[src/rtl/fa_pkg.sv]
// Shared constants and helpers for the self-checking adder block.
package fa_pkg;

  localparam int unsigned FA_MAX_WIDTH = 64;

  function automatic bit fa_width_ok(input int unsigned w);
    return (w >= 1) && (w <= FA_MAX_WIDTH);
  endfunction

endpackage

[src/rtl/fa_gate_cell.sv]
// Gate-level 1-bit full adder, one link of the ripple chain.
module fa_gate_cell (
  input  logic a,
  input  logic b,
  input  logic ci,
  output logic s,
  output logic co
);

  logic w_axb;

  assign w_axb = a ^ b;
  assign s     = w_axb ^ ci;
  assign co    = (a & b) | (ci & w_axb);

endmodule

[src/rtl/full_adder_checked.sv]
// Registered ripple-carry adder cross-checked against a behavioral sum every cycle.
module full_adder_checked
  import fa_pkg::*;
#(
  parameter int unsigned WIDTH = 1
) (
  input  logic             clk,
  input  logic             rst_n,
  input  logic             in_valid,
  input  logic [WIDTH-1:0] x,
  input  logic [WIDTH-1:0] y,
  input  logic             c_in,
  output logic             out_valid,
  output logic [WIDTH-1:0] s_out,
  output logic             c_out,
  output logic             mismatch,
  output logic             err_sticky
);

  typedef struct packed {
    logic             c;
    logic [WIDTH-1:0] s;
  } fa_result_t;

  if (!fa_width_ok(WIDTH)) begin : g_bad_width
    $error("full_adder_checked: WIDTH out of range");
  end

  logic [WIDTH:0]   w_carry;
  logic [WIDTH-1:0] w_sum;
  fa_result_t       w_gate;
  fa_result_t       w_ref;
  logic             w_diff;

  logic             r_valid;
  logic [WIDTH-1:0] r_sum;
  logic             r_carry;
  logic             r_mismatch;
  logic             r_err;

  assign w_carry[0] = c_in;

  for (genvar i = 0; i < WIDTH; i++) begin : g_bit
    fa_gate_cell u_cell (
      .a  (x[i]),
      .b  (y[i]),
      .ci (w_carry[i]),
      .s  (w_sum[i]),
      .co (w_carry[i+1])
    );
  end

  assign w_gate = '{c: w_carry[WIDTH], s: w_sum};
  assign w_ref  = fa_result_t'({1'b0, x} + {1'b0, y} + {{WIDTH{1'b0}}, c_in});

  // Case inequality so any X/Z on the gate path is flagged rather than masked.
  assign w_diff = (w_gate !== w_ref);

  always_ff @(posedge clk or negedge rst_n) begin
    if (!rst_n) begin
      r_valid    <= 1'b0;
      r_sum      <= '0;
      r_carry    <= 1'b0;
      r_mismatch <= 1'b0;
      r_err      <= 1'b0;
    end else if (in_valid) begin
      r_valid    <= 1'b1;
      r_sum      <= w_gate.s;
      r_carry    <= w_gate.c;
      r_mismatch <= w_diff;
      r_err      <= r_err | w_diff;
    end else begin
      r_valid    <= 1'b0;
      r_mismatch <= 1'b0;
    end
  end

  assign out_valid  = r_valid;
  assign s_out      = r_sum;
  assign c_out      = r_carry;
  assign mismatch   = r_mismatch;
  assign err_sticky = r_err;

endmodule

[config.mk]
export PLATFORM = sky130hd
export DESIGN_NAME = full_adder_checked
export DESIGN_NICKNAME = d
export VERILOG_FILES = /design/src/rtl/fa_pkg.sv /design/src/rtl/fa_gate_cell.sv /design/src/rtl/full_adder_checked.sv
export SDC_FILE = /design/constraint.sdc
export NUM_CORES = 1
export LEC_CHECK = 0
export CAP_MARGIN = 20
export CORE_AREA = 2 2 39 41
export CTS_BUF_LIST = sky130_fd_sc_hd__clkbuf_16
export CTS_CLUSTER_DIAMETER = 50
export DETAILED_ROUTE_END_ITERATION = 12
export DIE_AREA = 0 0 41 43
export PLACE_DENSITY = 0.44
export SLEW_MARGIN = 20
export SYNTH_ARGS = -nofsm -noshare
export SYNTH_HDL_FRONTEND = slang
export SYNTH_SLANG_ARGS = --single-unit
[constraint.sdc]
create_clock -name clk -period 0.9 [get_ports clk]
set_input_delay 0.18 -clock clk [delete_from_list [all_inputs] [get_ports clk]]
set_output_delay 0.18 -clock clk [all_outputs]
set_load 0.005 [all_outputs]
* Word level (Yosys, flattened, before mapping)
Index checks and enable logic that the tools add are counted.
** Word-level totals
- Output and inout port bits :: 5
- Bits in registers :: 5
- Bits of input ports :: 6
- Logic and storage cells :: 16
** Cells by class
- Muxes and demuxes :: 2
- Bitwise logic cells :: 6
- Add/sub/neg operators :: 2
- Eq/ne operators :: 1
** Operators by type and width (number)
- adder 1 x 1 -> 2 bit :: 1
- adder 2 x 1 -> 2 bit :: 1
- AND 1 bit :: 2
- two-way mux 1 bit :: 2
- case inequality test 2 bit :: 1
- OR 1 bit :: 2
- XOR 1 bit :: 2

* Logic depth before layout (Yosys ltp)
- Word-level depth :: 5
- Gate-level depth with buffers :: 2
- Mapped depth without buffers :: 2

* Cells and area by module
Synthesis repeated with hierarchy kept, for this count alone.
** Unflattened totals
- Cells, all modules :: 16
- Area total of the unflattened synthesis :: 230.2 um2
** Modules (own cells, without submodules)
- full_adder_checked :: instances 1, area each 210.2 um2, cells each 15, sequential area each 125.1 um2
- fa_gate_cell :: instances 1, area each 20.0 um2, cells each 1, sequential area each 0.0 um2

* Least setup slack after synthesis
OpenSTA, ideal clock, no wires.
- Kind :: input-to-reg
- Start point :: in y
- End point :: reg r_sum, in the netlist s_out
- Data arrival time :: 0.881 ns
- Stages on the path :: 2
- Setup time :: 0.125 ns
- Data required time :: 0.775 ns
- Path slack :: -0.106 ns
- Buffers on the path :: 0
- Cell sequence :: fa_1 -> mux2_2
** On the way
- Longest elaborated chain between the ends :: 2
** RTL lines
- start: declaration :: RTL line full_adder_checked.sv:11 : input logic [WIDTH-1:0] y,
- XOR 1 bit :: RTL line fa_gate_cell.sv:12 : assign w_axb = a ^ b;
- XOR 1 bit :: RTL line fa_gate_cell.sv:13 : assign s = w_axb ^ ci;
- end signal: assignment :: RTL line full_adder_checked.sv:68 : r_sum <= w_gate.s;
- end: declaration :: RTL line full_adder_checked.sv:36 : logic [WIDTH-1:0] r_sum;
No other way between the ends.
A chain may end at the register's enable or synchronous reset.

* Worst setup path in the final report
- Start point :: reg r_carry, in the netlist c_out
- End point :: out c_out
** RTL lines
- start: declaration :: RTL line full_adder_checked.sv:37 : logic r_carry;
- start signal: assignment :: RTL line full_adder_checked.sv:69 : r_carry <= w_gate.c;
- end: declaration :: RTL line full_adder_checked.sv:15 : output logic c_out,
No word-level cell between the ends.

==> flow_summary.json <==
{
  "num_antenna_cells": 0,
  "ctsRootBufferMaster": "clkbuf_16",
  "antenna_found_initial": 0,
  "cp-end-kind": "output port",
  "hold_viol": 0,
  "yosys.area.top_type": "dfrtp_1",
  "start_kind": "register",
  "fp.coreArea_sq_um": 1384,
  "cts_hold_buf": 0,
  "cts.sinks": 5,
  "finalCritPeriodShare": 1.013,
  "ir_drop_mv": 0.7762,
  "cp_top_family": "flip-flops",
  "min_period_ps": 911.3,
  "tns_ps": -11.29,
  "synth_top_area_frac": 0.7143,
  "ys_ff_latch": 5,
  "ios": 11,
  "p_per_area_nw_per_um2": 2930,
  "routed_wl_um": 366,
  "path_class": "reg -> out",
  "final_cell_area_sq_um": 360.3,
  "crit_start": "c_out",
  "numCtsBuffers": 3,
  "finalClockSkew_ps": 0,
  "grt_pass1_vias": 131,
  "area.sequential_sq_um": 125.1,
  "fmax_ghz": 1.097,
  "ys_types": 5,
  "fillers": 149,
  "insertion_delay_ps": 230,
  "fin_cells": 41,
  "final_common_cell": "buf_2",
  "finalMaxSlewViolations": 0,
  "drive_gt1_frac": 0.6400,
  "die_h_um": 43,
  "syn_area_per_cell_sq_um": 17.52,
  "hold_class": "in -> async",
  "wl_per_cell_um": 8.927,
  "dpl.cell_count": 36,
  "synth_warnings": 0,
  "vias_per_cell": 3.366,
  "setup-violations-final": 1,
  "p_leak_nw": 0.1839,
  "dr_total_vias": 138,
  "cts_tree": "yes",
  "first_pass_iters": 1,
  "grt_max_degree": 6,
  "multiInputGateArea_sq_um": 56.30,
  "place_area_sq_um": 305.3,
  "syn_inst": 10,
  "initial_core_util": 0.1266,
  "violations": "negative setup slack",
  "cpPeakStageDelay_ps": 370,
  "portBuffers": 10,
  "worst_slack_ps": -11.29,
  "gp_congestion": 0.5927,
  "die-area_sq_um": 1763,
  "cts.clk_slew.worst_paths_ps": 30,
  "power_mw": 1.056,
  "cpMaxStageDelayCell": "dfrtp_1",
  "r2r-start": "s_out",
  "clock_path_buffers": 2,
  "ant_nets": 0,
  "synth_nets": 17,
  "htreeDepth": 1,
  "drc": 0,
  "yosysSeqAreaShare": 0.7143,
  "rsz0062_at_grt": "true",
  "fp.dieW_um": 41,
  "fin_util": 0.2604,
  "status": "finished with violations",
  "rows": 14,
  "drv_cap": 0,
  "nNetsFinal": 33,
  "crit_buf_inv": 1,
  "cp_max_fo": 2,
  "required_ps": 720,
  "areaGrowthSynthToFinish_pct": 105.7,
  "synth_area_sq_um": 175.2,
  "crit_chain": "buf_2",
  "grt_pass1_wl_um": 558,
  "yosys-top-cells-area": "dfrtp_1 71%, mux2_2 13%, fa_1 11%, clkbuf_1 2.1%, conb_1 2.1%",
  "worstPathArrival_ps": 730,
  "drtIter0Drc": 0,
  "grt.overflow.total": 0,
  "layout_common_cells": "7 x buf_2, 5 x dfrtp_1, 3 x clkbuf_16",
  "track_usage": 0.05758
}
[layer usage]
layer  vias to the layer above  global-route usage  share of wire
met5                         -                   0              0
met4                         0              0.1000          0.074
met3                         4             0.03141           0.21
met2                        13             0.05000           0.31
met1                        62             0.06557           0.40
li1                         59                   -              -
[registers in the layout, indices dropped and copies added (netlist names)]
name / count
out_valid: 1
c_out: 1
err_sticky: 1
mismatch: 1
s_out: 1
[logic make-up after synthesis]
family	Yosys count	synth area share
buffers and inverters	1	0.02141
other	1	0.02141
adder cells (fa/ha/maj)	1	0.1143
flip-flops	5	0.7143
multiplexers	2	0.1286
[synthesized netlist by cell type (all sizes together)]
cell type  n
mux2       2
conb       1
dfrtp      5
clkbuf     1
fa         1
[where the power goes]
group	switching (mW)	leakage (nW)	internal [mW]
Combinational	0.0290	0.0809	0.0603
Clock	0.138	0.0423	0.575
Sequential	0.00814	0.0607	0.246
[final cells by class]
class                      instances  area share
multi-input combinational          4      0.1562
sequential                         5      0.3472
clock inverter                     1     0.01042
clock buffer                       3      0.2083
timing repair buffer              12      0.2222
tap                               16     0.05556
[stage by stage]
step / hold slack, ps / worst slack, ps
finish: 173.8 / -11.29
global route: 196.4 / -41.98
CTS: 180.1 / -20.17
detailed placement: 366.5 / -600.0
global placement: 365.7 / -585.9
floorplan: -115.6 / -86.07
[timing repair]
action                     in CTS  in global routing
buffers inserted                1                  0
pin swaps                       1                  1
resized for setup              34                  1
hold endpoints to repair        0                  0
setup endpoints to repair       7                  4
[path summary, 6_finish.rpt]
kind,endpoint,slack [ps],cells after the start
worst min register to register,err_sticky,460,1
worst max-delay path,c_out,-10,1
min in group clk,out_valid,290,1
worst min-delay path,mismatch,170,1
worst max register to register,s_out,40,2
max in group asynchronous,err_sticky,540,1
Note: power is estimated with default switching activity, not from simulation.
